### src/rtl/metronome_beat_decoder.sv
// metronome_beat_decoder: listening end of the metronome audio link.
// Measures the period of a square-wave tone, classifies each beep as C# (beat)
// or G# (accent), counts beats 1..8 and shows the beat number on a 7-segment display.
//
// Ports:
//   clk          system clock (27 MHz nominal)
//   rst          synchronous active-high reset
//   tone_in      asynchronous square-wave audio input
//   a..g         7-segment drive, active-high, registered
//   beat_valid   one-cycle pulse when a beep is recognised
//   beat_tone    class of last recognised beep: 00 none, 01 C#, 10 G#
//   beat_num     current beat, 0 after reset, then 1..8
//   tone_active  high while a recognised beep is sounding
module metronome_beat_decoder #(
  parameter int unsigned C_SHARP_PERIOD = 97408,
  parameter int unsigned G_SHARP_PERIOD = 65014,
  parameter int unsigned PERIOD_TOL     = 2048,
  parameter int unsigned MIN_PERIODS    = 4,
  parameter int unsigned SILENCE_CYCLES = 1350000
) (
  input  logic       clk,
  input  logic       rst,
  input  logic       tone_in,
  output logic       a,
  output logic       b,
  output logic       c,
  output logic       d,
  output logic       e,
  output logic       f,
  output logic       g,
  output logic       beat_valid,
  output logic [1:0] beat_tone,
  output logic [3:0] beat_num,
  output logic       tone_active
);

  localparam logic [1:0]  ClsNone    = 2'b00;
  localparam logic [1:0]  ClsCSharp  = 2'b01;
  localparam logic [1:0]  ClsGSharp  = 2'b10;
  localparam logic [16:0] PeriodSat  = '1;
  localparam logic [20:0] SilenceMax = 21'(SILENCE_CYCLES);
  localparam logic [7:0]  MatchGoal  = 8'(MIN_PERIODS);
  localparam int unsigned CSharpLo   = C_SHARP_PERIOD - PERIOD_TOL;
  localparam int unsigned CSharpHi   = C_SHARP_PERIOD + PERIOD_TOL;
  localparam int unsigned GSharpLo   = G_SHARP_PERIOD - PERIOD_TOL;
  localparam int unsigned GSharpHi   = G_SHARP_PERIOD + PERIOD_TOL;

  typedef enum logic [1:0] {StIdle, StAcquire, StTone} state_e;

  state_e      state_q, state_d;
  logic        sync1_q, sync2_q, sync3_q, edge_q;
  logic [16:0] period_q;
  logic [20:0] silence_q;
  logic [1:0]  cand_q, cand_d;
  logic [7:0]  match_q, match_d;
  logic [1:0]  beat_tone_q;
  logic [3:0]  beat_num_q;
  logic [6:0]  seg_q;
  logic [1:0]  period_cls;
  logic [31:0] period_ext;
  logic        silence_max;
  logic [3:0]  num_inc, num_next;

  function automatic logic [6:0] seg_encode(input logic [3:0] num);
    case (num)
      4'd0:    return 7'b1111110;
      4'd1:    return 7'b0110000;
      4'd2:    return 7'b1101101;
      4'd3:    return 7'b1111001;
      4'd4:    return 7'b0110011;
      4'd5:    return 7'b1011011;
      4'd6:    return 7'b1011111;
      4'd7:    return 7'b1110000;
      4'd8:    return 7'b1111111;
      default: return 7'b0000000;
    endcase
  endfunction

  assign period_ext  = 32'(period_q);
  assign silence_max = (silence_q == SilenceMax);

  // Period is only meaningful on edge_q; a saturated count never matches.
  always_comb begin
    period_cls = ClsNone;
    if (period_q != PeriodSat) begin
      if (period_ext >= CSharpLo && period_ext <= CSharpHi) begin
        period_cls = ClsCSharp;
      end else if (period_ext >= GSharpLo && period_ext <= GSharpHi) begin
        period_cls = ClsGSharp;
      end
    end
  end

  always_comb begin
    state_d    = state_q;
    cand_d     = cand_q;
    match_d    = match_q;
    beat_valid = 1'b0;
    case (state_q)
      StIdle: begin
        // First edge only starts the measurement; its partial period is dropped.
        if (edge_q) begin
          state_d = StAcquire;
          cand_d  = ClsNone;
          match_d = '0;
        end
      end
      StAcquire: begin
        if (edge_q) begin
          if (period_cls == ClsNone) begin
            cand_d  = ClsNone;
            match_d = '0;
          end else if (period_cls == cand_q) begin
            match_d = match_q + 8'd1;
          end else begin
            cand_d  = period_cls;
            match_d = 8'd1;
          end
          if (period_cls != ClsNone && match_d == MatchGoal) begin
            state_d    = StTone;
            beat_valid = 1'b1;
          end
        end else if (silence_max) begin
          state_d = StIdle;
        end
      end
      StTone: begin
        // Edges are ignored here; only silence ends the beep.
        if (!edge_q && silence_max) begin
          state_d = StIdle;
        end
      end
      default: state_d = StIdle;
    endcase
  end

  // Accent (G#) snaps the count to the end of the half-bar: 4 or 8.
  always_comb begin
    num_inc  = (beat_num_q >= 4'd8) ? 4'd1 : beat_num_q + 4'd1;
    num_next = num_inc;
    if (cand_d == ClsGSharp) begin
      num_next = (num_inc <= 4'd4) ? 4'd4 : 4'd8;
    end
  end

  always_ff @(posedge clk) begin
    if (rst) begin
      sync1_q     <= 1'b0;
      sync2_q     <= 1'b0;
      sync3_q     <= 1'b0;
      edge_q      <= 1'b0;
      period_q    <= '0;
      silence_q   <= '0;
      state_q     <= StIdle;
      cand_q      <= ClsNone;
      match_q     <= '0;
      beat_tone_q <= ClsNone;
      beat_num_q  <= '0;
      seg_q       <= 7'b1111110;
    end else begin
      sync1_q <= tone_in;
      sync2_q <= sync1_q;
      sync3_q <= sync2_q;
      edge_q  <= sync2_q & ~sync3_q;

      if (edge_q) begin
        period_q <= 17'd1;
      end else if (period_q != PeriodSat) begin
        period_q <= period_q + 17'd1;
      end

      if (edge_q) begin
        silence_q <= '0;
      end else if (!silence_max) begin
        silence_q <= silence_q + 21'd1;
      end

      state_q <= state_d;
      cand_q  <= cand_d;
      match_q <= match_d;

      if (beat_valid) begin
        beat_tone_q <= cand_d;
        beat_num_q  <= num_next;
      end

      seg_q <= seg_encode(beat_num_q);
    end
  end

  assign {a, b, c, d, e, f, g} = seg_q;
  assign beat_tone   = beat_tone_q;
  assign beat_num    = beat_num_q;
  assign tone_active = (state_q == StTone);

endmodule

### config.mk
export PLATFORM = sky130hd
export DESIGN_NAME = metronome_beat_decoder
export DESIGN_NICKNAME = d
export VERILOG_FILES = /design/src/rtl/metronome_beat_decoder.sv
export SDC_FILE = /design/constraint.sdc
export NUM_CORES = 1
export LEC_CHECK = 0
export CORE_AREA = 2 2 96 98
export DETAILED_ROUTE_END_ITERATION = 8
export DIE_AREA = 0 0 98 100
export PLACE_DENSITY_LB_ADDON = 0.25
export SETUP_SLACK_MARGIN = 0.1
export SLEW_MARGIN = 20
export SYNTH_ARGS = -nofsm -noshare
export SYNTH_HDL_FRONTEND = slang
export SYNTH_SLANG_ARGS = --single-unit
### constraint.sdc
create_clock -name clk -period 2.6 [get_ports clk]
set_input_delay 0.52 -clock clk [delete_from_list [all_inputs] [get_ports clk]]
set_output_delay 0.52 -clock clk [all_outputs]
set_load 0.005 [all_outputs]
== Word-level counts from Yosys, hierarchy flattened ==
Memory sizes are Yosys's and may differ from the RTL's. A register that Yosys moved wholly into a read port is not among the register bits.
Index checks and enable logic that the tools add are counted.

* Mux-type cells: 29
* $lt $le $gt $ge: 6
* $add $sub $neg: 4
* Reductions and logical operators: 13
* Equal/unequal tests: 12
* Bitwise operators: 2

{| class="wikitable"
|+ Operator list
! kind !! number
|-
| 2-to-1 mux 8 bit || 6
|-
| less-or-equal comparator 17 bit, second input constant || 2
|-
| 2-to-1 mux 2 bit || 12
|-
| adder 21 x 1 -> 21 bit, second input constant || 1
|-
| == test 21 bit, second input constant || 1
|-
| adder 17 x 1 -> 17 bit, second input constant || 1
|-
| >= comparator 17 x 16 -> 1 bit, second input constant || 1
|-
| >= comparator 17 bit, second input constant || 1
|-
| inequality test 17 bit, second input constant || 1
|-
| case mux 8 bit (2 select lines) || 1
|-
| 2-to-1 mux 4 bit || 3
|-
| adder 8 x 1 -> 8 bit, second input constant || 1
|-
| == test 8 x 3 -> 1 bit, second input constant || 1
|-
| inequality test 3 bit, second input constant || 2
|-
| case mux 2 bit (3 select lines) || 1
|-
| nonzero test 2 bit || 3
|-
| 2-to-1 mux 1 bit || 5
|-
| adder 4 x 1 -> 4 bit, second input constant || 1
|-
| == test 2 bit, second input constant || 2
|-
| >= comparator 4 bit, second input constant || 1
|-
| less-or-equal comparator 4 x 3 -> 1 bit, second input constant || 1
|-
| logical AND 1 bit || 4
|-
| logical NOT 2 bit || 2
|-
| inequality test 2 bit, second input constant || 2
|-
| other kinds (10) || 10
|}

* Bits in registers: 60
* Output and inout bits: 15
* Memory bits (read-only): 112
* Logic and storage cells: 79
* Memories kept: 1

{| class="wikitable"
|+ Memories
! memory !! words !! width !! read ports !! clocked after memory_dff !! wr ports !! RTL line !! RTL
|-
| (no name shown) || 16 || 7 || 1 || 1 || 0 || 65 || <nowiki>case (num)</nowiki>
|}

== Depth between registers and ports, before layout ==
Gate-level depths: netlist (run 1).

* Depth in word-level cells: 15
* Gate-level depth with buffers: 13
* Depth with buffers taken out: 11

== Worst setup path before layout (run 1) ==
OpenSTA, ideal clock, no wires.

* Kind: reg-to-output
* Start point: register period_q[9]
* End point: output beat_valid
* Path buffers: 2
* Stages on the path, launching flop included: 14
* Path slack: -249 ps
* Arrival: 2329 ps
* Required time: 2080 ps
* Cells stage by stage: dfxtp_1 -> and3_1 -> nand3_1 -> nor4_1 -> ha_1 -> buf_2 -> nand3b_1 -> o21a_1 -> nand3_1 -> o211a_1 -> a21bo_2 -> buf_2 -> nand2_1 -> nor2_1

* Longest elaborated chain between the ends: 15
* Elaborated cells between the ends (all ways): 22

{| class="wikitable"
|+ RTL lines
! item !! RTL line !! RTL
|-
| start: declaration || 52 || <nowiki>logic [16:0] period_q;</nowiki>
|-
| start signal: assignment || 169 || <nowiki>period_q <= period_q + 17'd1;</nowiki>
|-
| >= comparator 17 x 16 -> 1 bit or less-or-equal comparator 17 bit (tied branches) || 88 || <nowiki>end else if (period_ext >= GSharpLo && period_ext <= GSharpHi) begin</nowiki>
|-
| logical AND 1 bit || 88 ||
|-
| 2-to-1 mux 2 bit || 88 ||
|-
| 2-to-1 mux 2 bit || 86 || <nowiki>if (period_ext >= CSharpLo && period_ext <= CSharpHi) begin</nowiki>
|-
| 2-to-1 mux 2 bit * || 85 || <nowiki>if (period_q != PeriodSat) begin</nowiki>
|-
| == test 2 bit || 113 || <nowiki>end else if (period_cls == cand_q) begin</nowiki>
|-
| 2-to-1 mux 8 bit || 113 ||
|-
| 2-to-1 mux 8 bit || 110 || <nowiki>if (period_cls == ClsNone) begin</nowiki>
|-
| 2-to-1 mux 8 bit || 109 || <nowiki>if (edge_q) begin</nowiki>
|-
| 2-to-1 mux 8 bit || 99 || <nowiki>case (state_q)</nowiki>
|-
| == test 8 x 3 -> 1 bit || 119 || <nowiki>if (period_cls != ClsNone && match_d == MatchGoal) begin</nowiki>
|-
| logical AND 1 bit * || 119 ||
|-
| 2-to-1 mux 1 bit * || 119 ||
|-
| 2-to-1 mux 1 bit * || 109 ||
|-
| 2-to-1 mux 1 bit * || 99 ||
|-
| end: declaration || 31 || <nowiki>output logic beat_valid,</nowiki>
|}

Every way passes the cells marked *; elsewhere a longest branch is shown, timed or not. The select of a mux whose other input is x is not followed.

== Worst setup path in the final report (run 1) ==
* Start point: register period_q[6]
* End point: output beat_valid

Same word-level chain as after synthesis.

==> results of run 1 <==
flip-flops by register name, indices dropped and copies added (netlist names):
name	cells
beat_num	4
beat_tone	2
cand_q	2
edge_q	1
match_q	8
period_q	17
seg_q	7
silence_q	21
state_q	2
sync1_q	1
sync2_q	1
sync3_q	1
logic make-up (layout without fill, tap and decap cells):
logic type	count (synthesis)	in the layout
xor+xnor	32	32
buf+inv	30	101
fa+ha+maj	13	13
flops	67	67
compound gates	62	62
mux	9	9
simple gates	193	193
worst max path at each step:
stage | slack (ns) | to
after floorplan | 0.03 | beat_valid
after global placement | -0.35 | beat_valid
after detailed placement | -0.36 | beat_valid
after CTS | -0.41 | beat_valid
after global routing | -0.54 | beat_valid
final | -0.38 | beat_valid
placed cells by master, fill, tap and decap left out, types with 3 or more instances in the layout:
cell type,count
sky130_fd_sc_hd__a22oi_1,3
sky130_fd_sc_hd__buf_6,4
sky130_fd_sc_hd__buf_4,49
sky130_fd_sc_hd__o21ai_0,16
sky130_fd_sc_hd__nand4_1,9
sky130_fd_sc_hd__clkdlybuf4s50_1,16
sky130_fd_sc_hd__nor2b_1,14
sky130_fd_sc_hd__nand3_1,19
sky130_fd_sc_hd__o2111ai_1,3
sky130_fd_sc_hd__nor3_1,9
sky130_fd_sc_hd__inv_1,13
sky130_fd_sc_hd__a21oi_1,16
sky130_fd_sc_hd__nand2b_1,3
sky130_fd_sc_hd__or3_1,6
sky130_fd_sc_hd__nor2_1,62
sky130_fd_sc_hd__nand2_1,40
sky130_fd_sc_hd__dfxtp_1,57
sky130_fd_sc_hd__xnor2_1,10
sky130_fd_sc_hd__dfxtp_2,10
sky130_fd_sc_hd__mux2i_1,5
sky130_fd_sc_hd__xor2_1,22
sky130_fd_sc_hd__ha_1,11
sky130_fd_sc_hd__and3_1,4
sky130_fd_sc_hd__clkbuf_8,10
sky130_fd_sc_hd__clkinv_2,3
sky130_fd_sc_hd__nor4_1,4
sky130_fd_sc_hd__mux2_4,3
area by class of cell:
| class | instances | area, µm² | area share (%) |
|---|---|---|---|
| Multi-Input combinational cell | 309 | 2060 | 46.8 |
| Inverter | 14 | 52.6 | 1.20 |
| Clock inverter | 5 | 52.6 | 1.20 |
| Sequential cell | 67 | 1350 | 30.8 |
| Timing Repair Buffer | 71 | 598 | 13.6 |
| Tap cell | 111 | 139 | 3.16 |
| Clock buffer | 11 | 141 | 3.22 |
report_power, final:
part / internal (mW) / switching (mW) / total [mW] / leakage [nW]
clock network: 0.465 / 0.391 / 0.856 / 0.0991
registers: 1.04 / 0.00870 / 1.05 / 0.546
logic: 0.0274 / 0.0437 / 0.0711 / 1.02
worst max-delay path, delay by kind of cell, from the launching register on:
| family | cells | cell delay (ns) |
|---|---|---|
| AOI/OAI and AO/OA | 2 | 0.46 |
| adders and majority gates | 1 | 0.26 |
| buffers and inverters | 2 | 0.25 |
| DFF | 1 | 0.34 |
| and+or+nand+nor | 6 | 0.83 |
metal layers:
layer	wire length (µm)	vias to the layer above	global-route usage [%]
met2	3690	42	27.3
met1	3690	1415	20.7
met5	0	-	0
li1	-	1539	-
met4	104	0	4.81
met3	216	7	3.34
repair_timing:
item / 4_1_cts / 5_1_grt
resized for setup: 11 / 18
setup buffers: 2 / 9
pin swaps: 9 / 8
setup endpoints to repair: 7 / 17
==> flow_summary.html, run 1 <==
<table>
<tr><th>Metric</th><th>Value</th></tr>
<tr><th colspan="2">Detailed routing</th></tr>
<tr><td>Final ANT Viol Nets</td><td>0</td></tr>
<tr><td>TritonRoute pass-1 iters</td><td>4</td></tr>
<tr><td>Drt total wl</td><td>7700 µm</td></tr>
<tr><td>Starting DRC count in detailed routing</td><td>97</td></tr>
<tr><td>Per-cell via count in the routed design</td><td>5.11</td></tr>
<tr><td>Routed wire length per instance</td><td>13.1 µm</td></tr>
<tr><td>Final routed DRC violation total</td><td>0</td></tr>
<tr><td>Via count</td><td>3003</td></tr>
<tr><th colspan="2">STA</th></tr>
<tr><td>Hold violation total from the final report</td><td>0</td></tr>
<tr><td>Final setup vio count</td><td>7</td></tr>
<tr><td>Worst Max-Slew Pin Slew</td><td>0.729 ns</td></tr>
<tr><td>Final setup slack of the worst path</td><td>-0.383 ns</td></tr>
<tr><td>Slew HR</td><td>51.4%</td></tr>
<tr><td>Hold Worst Slack</td><td>0.389 ns</td></tr>
<tr><td>Setup total negative slack</td><td>-0.812 ns</td></tr>
<tr><td>Final Cycle Share</td><td>115%</td></tr>
<tr><td>Setup repair after global routing missed its margin</td><td>yes</td></tr>
<tr><td>Slew Viols, Final</td><td>0</td></tr>
<tr><td>Clock skew</td><td>0.00829 ns</td></tr>
<tr><td>Post-route minimum period</td><td>2.98 ns</td></tr>
<tr><td>Fmax</td><td>335 MHz</td></tr>
<tr><th colspan="2">Die</th></tr>
<tr><td>Area of the core</td><td>8890 µm²</td></tr>
<tr><td>Ports placed on the boundary</td><td>18</td></tr>
<tr><td>Starting utilization of the core area</td><td>38.4%</td></tr>
<tr><td>Die W</td><td>98 µm</td></tr>
<tr><td>Std-Cell Rows</td><td>35</td></tr>
<tr><td>Die Outline Area</td><td>9800 µm²</td></tr>
<tr><td>Die Height</td><td>100 µm</td></tr>
<tr><th colspan="2">Clocking</th></tr>
<tr><td>Post-CTS clock slew at the launch and capture registers of the worst setup and hold paths</td><td>0.07 ns</td></tr>
<tr><td>Count of clock tree sinks</td><td>67</td></tr>
<tr><td>TritonCTS clock tree</td><td>built</td></tr>
<tr><td>Longest Clk Path Bufs</td><td>2</td></tr>
<tr><td>Hold-fix buffer count after cts</td><td>0</td></tr>
<tr><td>Clock tree root buffer cell</td><td>sky130_fd_sc_hd__clkbuf_8</td></tr>
<tr><td>H-tree depth reported by CTS</td><td>3</td></tr>
<tr><td>TritonCTS buffer count</td><td>9</td></tr>
<tr><td>Worst-skew pair later-pin latency</td><td>0.33 ns</td></tr>
<tr><th colspan="2">Synth</th></tr>
<tr><td>Ys async rst share</td><td>0%</td></tr>
<tr><td>Synth unique cells</td><td>57</td></tr>
<tr><td>XOR/XNOR share of the synthesized area</td><td>8.21%</td></tr>
<tr><td>Top area cells in the synthesized netlist</td><td>sky130_fd_sc_hd__dfxtp_1, sky130_fd_sc_hd__nor2_1, sky130_fd_sc_hd__xor2_1, sky130_fd_sc_hd__ha_1, sky130_fd_sc_hd__nand2_1</td></tr>
<tr><td>Largest family of logic cells by synthesized area</td><td>simple AND/OR/NAND/NOR gates</td></tr>
<tr><td>Number of synthesized register bits</td><td>67</td></tr>
<tr><td>Top_reg_cell synth</td><td>sky130_fd_sc_hd__dfxtp_1</td></tr>
<tr><td>Most common cell in the synthesized netlist</td><td>sky130_fd_sc_hd__dfxtp_1</td></tr>
<tr><td>Sequential area share after synthesis</td><td>39.3%</td></tr>
<tr><td>Adder and majority cell fraction of the synthesized area</td><td>4.76%</td></tr>
<tr><td>Netlist Area Pre-Place</td><td>3420 µm²</td></tr>
<tr><td>Net count after synthesis</td><td>422</td></tr>
<tr><td>Fraction of synthesized cell area taken by the top area cell type</td><td>39.3%</td></tr>
<tr><td>Post-synthesis simple-gate area fraction</td><td>28.2%</td></tr>
<tr><td>Synthesized-area fraction occupied by ao, oa, aoi and oai cells</td><td>13.0%</td></tr>
<tr><td>Number of synthesis warnings</td><td>0</td></tr>
<tr><td>Top cell type by total area after synthesis</td><td>sky130_fd_sc_hd__dfxtp_1</td></tr>
<tr><td>Post-Syn Instances</td><td>406</td></tr>
<tr><td>Synth top cells by count</td><td>sky130_fd_sc_hd__dfxtp_1, sky130_fd_sc_hd__nor2_1, sky130_fd_sc_hd__nand2_1</td></tr>
<tr><td>Post-synth EDFFs</td><td>0</td></tr>
<tr><td>Post-Syn Area per Cell</td><td>8.41 µm²</td></tr>
<tr><td>Post-synthesis mux area share</td><td>3.11%</td></tr>
<tr><th colspan="2">Place</th></tr>
<tr><td>Detailed Place HPWL</td><td>5260 µm</td></tr>
<tr><td>Count of buffers inserted at the top-level ports</td><td>17</td></tr>
<tr><td>DP Area</td><td>4010 µm²</td></tr>
<tr><td>Placed cells</td><td>561</td></tr>
<tr><td>Post-place setup slack</td><td>-0.356 ns</td></tr>
<tr><td>RD Place Congestion</td><td>0.856</td></tr>
<tr><th colspan="2">Final layout</th></tr>
<tr><td>Layout cells sized above 1</td><td>22.0%</td></tr>
<tr><td>Filler-free cell count of the finished design</td><td>588</td></tr>
<tr><td>Final-layout fill cell count</td><td>883</td></tr>
<tr><td>Area added between synthesis and finish</td><td>28.6%</td></tr>
<tr><td>Antenna Diode Count</td><td>0</td></tr>
<tr><td>Final-stage net count</td><td>488</td></tr>
<tr><td>Post-layout instance area</td><td>4390 µm²</td></tr>
<tr><td>Final Core Density</td><td>49.4%</td></tr>
<tr><th colspan="2">Min path</th></tr>
<tr><td>Worst min-delay path class</td><td>flop to flop</td></tr>
<tr><td>Worst hold stages</td><td>1</td></tr>
<tr><td>Min-delay src</td><td>sync3_q$_SDFF_PP0_</td></tr>
<tr><td>WHS Endpoint</td><td>edge_q$_SDFF_PP0_</td></tr>
<tr><th colspan="2">Outcome</th></tr>
<tr><td>Run status</td><td>finished, violations left</td></tr>
<tr><td>Violated checks</td><td>negative setup slack</td></tr>
<tr><th colspan="2">Critical path</th></tr>
<tr><td>Ordered cell list for the critical path</td><td>nand4_1 &gt; nor4_4 &gt; ha_2 &gt; buf_4 &gt; nor2b_1 &gt; nor4b_1 &gt; a41o_1 &gt; a21bo_2 &gt; nand2_1 &gt; nor2_1 &gt; buf_2</td></tr>
<tr><td>Required time of the critical path</td><td>2.08 ns</td></tr>
<tr><td>Worst r2r dst</td><td>beat_tone[1]$_SDFFE_PP0P_</td></tr>
<tr><td>Logic depth of the worst register-to-register path</td><td>12</td></tr>
<tr><td>Start point of the critical path</td><td>period_q[6]$_SDFFE_PP0N_</td></tr>
<tr><td>Critical register-to-register path startpoint</td><td>period_q[6]$_SDFFE_PP0N_</td></tr>
<tr><td>CP peak stage delay</td><td>0.34 ns</td></tr>
<tr><td>Worst-path fanout max</td><td>4</td></tr>
<tr><td>Data arrival time of the critical path</td><td>2.46 ns</td></tr>
<tr><td>Register-to-register setup slack</td><td>-0.09 ns</td></tr>
<tr><td>Kind of critical path</td><td>flop to output port</td></tr>
<tr><td>Crit path launch type</td><td>flop</td></tr>
<tr><td>Worst setup EP type</td><td>output port</td></tr>
<tr><td>Slowest cell on crit path</td><td>sky130_fd_sc_hd__dfxtp_2</td></tr>
<tr><th colspan="2">GRT</th></tr>
<tr><td>Vias in the first global route</td><td>2906</td></tr>
<tr><td>Overall routing resource usage</td><td>16.1%</td></tr>
<tr><td>First-pass GRT wire length</td><td>13100 µm</td></tr>
<tr><td>Largest net degree at the start of global routing</td><td>38</td></tr>
<tr><td>Total congestion overflow after global routing</td><td>0</td></tr>
<tr><td>Number of antenna violations at the first check in global routing</td><td>0</td></tr>
<tr><th colspan="2">Power and ir drop</th></tr>
<tr><td>Power density cells</td><td>449 nW/µm²</td></tr>
<tr><td>Leakage power figure</td><td>1.66 nW</td></tr>
<tr><td>Overall Power</td><td>1.97 mW</td></tr>
<tr><td>Worst IR Drop VDD</td><td>0.220 mV</td></tr>
<tr><th colspan="2">Run</th></tr>
<tr><td>Reported max-cap violation count</td><td>0</td></tr>
</table>
No activity file was read; power rests on OpenSTA's default activity.
==> inputs of run 2 (changes only) <==
- CORE_AREA: 2 2 96 98 -> 2 2 90 92
- DIE_AREA: 0 0 98 100 -> 0 0 92 94
==> run 2 against run 1 <==
  * The run still ends with negative setup slack left
  * Clock skew about the same
  * Die area is 12% lower
  * Maximum frequency up 2.0%
  * Sequential share of layout area fell by 0.14 points
  * Register-to-register slack gained 0.09 ns
  * Largest power group unchanged
==> flow_summary.html, run 2 (synthesis gave the netlist of run 1 again) <==
<table>
<tr><th>Metric</th><th>Value</th></tr>
<tr><th colspan="2">STA</th></tr>
<tr><td>Final Cycle Share</td><td>112%</td></tr>
<tr><td>Final setup vio count</td><td>1</td></tr>
<tr><td>Fmax</td><td>342 MHz</td></tr>
<tr><td>Hold violation total from the final report</td><td>0</td></tr>
<tr><td>Clock skew</td><td>0.00819 ns</td></tr>
<tr><td>Post-route minimum period</td><td>2.92 ns</td></tr>
<tr><td>Slew Viols, Final</td><td>0</td></tr>
<tr><td>Setup total negative slack</td><td>-0.324 ns</td></tr>
<tr><td>Worst Max-Slew Pin Slew</td><td>0.705 ns</td></tr>
<tr><td>Setup repair after global routing missed its margin</td><td>yes</td></tr>
<tr><td>Slew HR</td><td>53.0%</td></tr>
<tr><td>Final setup slack of the worst path</td><td>-0.324 ns</td></tr>
<tr><th colspan="2">Critical path</th></tr>
<tr><td>Crit path launch type</td><td>flop</td></tr>
<tr><td>Register-to-register setup slack</td><td>0 ns</td></tr>
<tr><td>Slowest cell on crit path</td><td>sky130_fd_sc_hd__dfxtp_2</td></tr>
<tr><td>Critical register-to-register path startpoint</td><td>period_q[0]$_SDFFE_PP0P_</td></tr>
<tr><td>Worst setup EP type</td><td>output port</td></tr>
<tr><td>Required time of the critical path</td><td>2.08 ns</td></tr>
<tr><td>Data arrival time of the critical path</td><td>2.40 ns</td></tr>
<tr><td>Worst r2r dst</td><td>beat_num[0]$_SDFFE_PP0P_</td></tr>
<tr><td>CP peak stage delay</td><td>0.36 ns</td></tr>
<tr><td>Ordered cell list for the critical path</td><td>ha_4 &gt; nand2_4 &gt; nor4_4 &gt; ha_2 &gt; buf_6 &gt; nand3b_1 &gt; o21a_1 &gt; nand3_1 &gt; o211a_1 &gt; a21bo_2 &gt; nand2_1 &gt; nor2_1 &gt; buf_2</td></tr>
<tr><td>Worst-path fanout max</td><td>5</td></tr>
<tr><td>Cell class contributing the biggest share of worst-path delay</td><td>simple AND/OR/NAND/NOR gates</td></tr>
<tr><td>Crit path buffers/inverters</td><td>2</td></tr>
<tr><td>Kind of critical path</td><td>flop to output port</td></tr>
<tr><td>Logic depth of the worst register-to-register path</td><td>14</td></tr>
<tr><th colspan="2">Die</th></tr>
<tr><td>Starting utilization of the core area</td><td>44.9%</td></tr>
<tr><td>Die W</td><td>92 µm</td></tr>
<tr><td>Std-Cell Rows</td><td>32</td></tr>
<tr><td>Area of the core</td><td>7610 µm²</td></tr>
<tr><td>Die Height</td><td>94 µm</td></tr>
<tr><td>Ports placed on the boundary</td><td>18</td></tr>
<tr><td>Die Outline Area</td><td>8650 µm²</td></tr>
<tr><th colspan="2">Min path</th></tr>
<tr><td>WHS Endpoint</td><td>edge_q$_SDFF_PP0_</td></tr>
<tr><td>Worst min-delay path class</td><td>flop to flop</td></tr>
<tr><td>Min-delay src</td><td>sync3_q$_SDFF_PP0_</td></tr>
<tr><td>Worst hold stages</td><td>1</td></tr>
<tr><th colspan="2">Power and ir drop</th></tr>
<tr><td>Worst IR Drop VDD</td><td>0.241 mV</td></tr>
<tr><td>Reported net switching power</td><td>0.453 mW</td></tr>
<tr><td>Cell internal power dissipation</td><td>1.53 mW</td></tr>
<tr><td>Clock network power share</td><td>43.6%</td></tr>
<tr><td>Leakage power figure</td><td>1.66 nW</td></tr>
<tr><td>Switching part of the total power</td><td>22.8%</td></tr>
<tr><td>Power density cells</td><td>451 nW/µm²</td></tr>
<tr><td>Flop pwr share</td><td>52.8%</td></tr>
<tr><td>Comb power frac</td><td>3.7%</td></tr>
<tr><th colspan="2">Clocking</th></tr>
<tr><td>Clock tree root buffer cell</td><td>sky130_fd_sc_hd__clkbuf_8</td></tr>
<tr><td>Hold-fix buffer count after cts</td><td>0</td></tr>
<tr><td>H-tree depth reported by CTS</td><td>3</td></tr>
<tr><td>Worst-skew pair later-pin latency</td><td>0.34 ns</td></tr>
<tr><td>Post-CTS clock slew at the launch and capture registers of the worst setup and hold paths</td><td>0.08 ns</td></tr>
<tr><td>TritonCTS clock tree</td><td>built</td></tr>
<tr><td>Longest Clk Path Bufs</td><td>2</td></tr>
<tr><td>Count of clock tree sinks</td><td>67</td></tr>
<tr><td>TritonCTS buffer count</td><td>9</td></tr>
<tr><th colspan="2">Place</th></tr>
<tr><td>Placed cells</td><td>552</td></tr>
<tr><td>Count of buffers inserted at the top-level ports</td><td>17</td></tr>
<tr><td>Detailed Place HPWL</td><td>5180 µm</td></tr>
<tr><td>Post-place setup slack</td><td>-0.373 ns</td></tr>
<tr><td>RD Place Congestion</td><td>0.763</td></tr>
<tr><th colspan="2">Run</th></tr>
<tr><td>Reported max-cap violation count</td><td>0</td></tr>
<tr><th colspan="2">GRT</th></tr>
<tr><td>First-pass GRT wire length</td><td>12700 µm</td></tr>
<tr><td>Total congestion overflow after global routing</td><td>0</td></tr>
<tr><td>Vias in the first global route</td><td>2839</td></tr>
<tr><td>Largest net degree at the start of global routing</td><td>38</td></tr>
<tr><td>Overall routing resource usage</td><td>18.0%</td></tr>
<tr><td>Number of antenna violations at the first check in global routing</td><td>0</td></tr>
<tr><th colspan="2">Final layout</th></tr>
<tr><td>Filler-free cell count of the finished design</td><td>577</td></tr>
<tr><td>Final Core Density</td><td>57.8%</td></tr>
<tr><td>Area added between synthesis and finish</td><td>28.7%</td></tr>
<tr><td>Most frequent cells in the layout</td><td>sky130_fd_sc_hd__nor2_1, sky130_fd_sc_hd__dfxtp_1, sky130_fd_sc_hd__buf_4</td></tr>
<tr><td>Biggest regs</td><td>silence_q x21, period_q x17, match_q x8</td></tr>
<tr><td>Final-stage net count</td><td>486</td></tr>
<tr><td>Layout cells sized above 1</td><td>21.1%</td></tr>
<tr><td>Most flop-heavy register</td><td>silence_q</td></tr>
<tr><td>Antenna Diode Count</td><td>0</td></tr>
<tr><td>Most common library cell in the layout ignoring fill and taps</td><td>sky130_fd_sc_hd__nor2_1</td></tr>
<tr><td>Flip-flop count of the largest register after layout</td><td>21</td></tr>
<tr><th colspan="2">Outcome</th></tr>
<tr><td>Run status</td><td>finished, violations left</td></tr>
<tr><td>Violated checks</td><td>negative setup slack</td></tr>
<tr><th colspan="2">Detailed routing</th></tr>
<tr><td>Starting DRC count in detailed routing</td><td>95</td></tr>
<tr><td>TritonRoute pass-1 iters</td><td>4</td></tr>
<tr><td>Drt total wl</td><td>7520 µm</td></tr>
<tr><td>Final ANT Viol Nets</td><td>0</td></tr>
<tr><td>Final routed DRC violation total</td><td>0</td></tr>
<tr><td>Per-cell via count in the routed design</td><td>5.27</td></tr>
<tr><td>Via count</td><td>3043</td></tr>
<tr><td>Routed wire length per instance</td><td>13.0 µm</td></tr>
</table>
-- run 2: cell types whose count changed in the layout (fill, tap and decap cells not counted), moves of 2 or more --
| cell | delta |
|---|---|
| sky130_fd_sc_hd__buf_4 | -4 |
| sky130_fd_sc_hd__dfxtp_1 | +4 |
| sky130_fd_sc_hd__dfxtp_2 | -4 |
| sky130_fd_sc_hd__o2111ai_1 | -2 |
| sky130_fd_sc_hd__o2111ai_2 | +2 |
-- run 2: layout make-up --
type	instances	area, µm²
Clock inverter	5	52.6
Fill cell	705	3210
Sequential cell	67	1350
Clock buffer	11	141
Tap cell	102	128
Timing Repair Buffer	69	594
Multi-Input combinational cell	309	2080
Inverter	14	52.6
-- run 2: per-stage QoR --
step	hold WS, ns	power [mW]	area [µm²]
after detailed placement	0.374	1.14	4000
after global routing	0.393	2.06	4400
after global placement	0.376	1.14	4000
final	0.387	1.98	4400
after CTS	0.388	1.99	4270
after floorplan	0.367	1.11	3460
-- run 2: timing repair --
item,in CTS,in global routing
gates cloned,0,0
pin swaps,8,15
buffers inserted,3,6
hold endpoints to repair,0,0
gates resized for setup,13,15
setup endpoints to repair,6,16
-- run 2: power by group through the flow --
stage	Clock [mW]	Combinational (mW)	Sequential [mW]
6_report	0.864	0.0730	1.05
5_1_grt	0.929	0.0836	1.05
4_1_cts	0.877	0.0696	1.04
3_5_place_dp	0	0.0687	1.07
3_3_place_gp	0	0.0678	1.07
2_1_floorplan	0	0.0439	1.07
-- run 2: layer usage --
metal / global-route usage [%] / vias to the layer above / share of wire [%]
met5: 0 / - / 0
li1: - / 1537 / -
met1: 22.8 / 1447 / 47
met3: 3.45 / 17 / 3.6
met4: 7.96 / 0 / 2.2
met2: 29.8 / 42 / 47
-- run 2: worst register-to-register path: stages, from the launching register on --
cell and delay, ns:
sky130_fd_sc_hd__dfxtp_2 0.36, sky130_fd_sc_hd__ha_4 0.15, sky130_fd_sc_hd__nand2_4 0.06, sky130_fd_sc_hd__nor4_4 0.26, sky130_fd_sc_hd__ha_2 0.24, sky130_fd_sc_hd__buf_6 0.11
sky130_fd_sc_hd__nand3b_1 0.09, sky130_fd_sc_hd__o21a_1 0.14, sky130_fd_sc_hd__nand3_1 0.08, sky130_fd_sc_hd__o211a_1 0.13, sky130_fd_sc_hd__a21bo_2 0.22, sky130_fd_sc_hd__buf_4 0.14
sky130_fd_sc_hd__buf_8 0.13, sky130_fd_sc_hd__nand2_8 0.09, sky130_fd_sc_hd__mux2_4 0.30
-- run 2: worst max path at each step --
stage                                   startpoint    endpoint  cells after the start
after floorplan           period_q[1]$_SDFFE_PP0N_  beat_valid                     13
after global placement    period_q[1]$_SDFFE_PP0N_  beat_valid                     12
after detailed placement  period_q[1]$_SDFFE_PP0N_  beat_valid                     12
after CTS                 period_q[9]$_SDFFE_PP0N_  beat_valid                     13
after global routing      period_q[0]$_SDFFE_PP0P_  beat_valid                     13
final                     period_q[0]$_SDFFE_PP0P_  beat_valid                     13
==> inputs of run 3 (changes only) <==
- SLEW_MARGIN: 20 -> not set
==> results of run 3 <==
No change in the layout: final DEF, timing and power equal those of run 2.
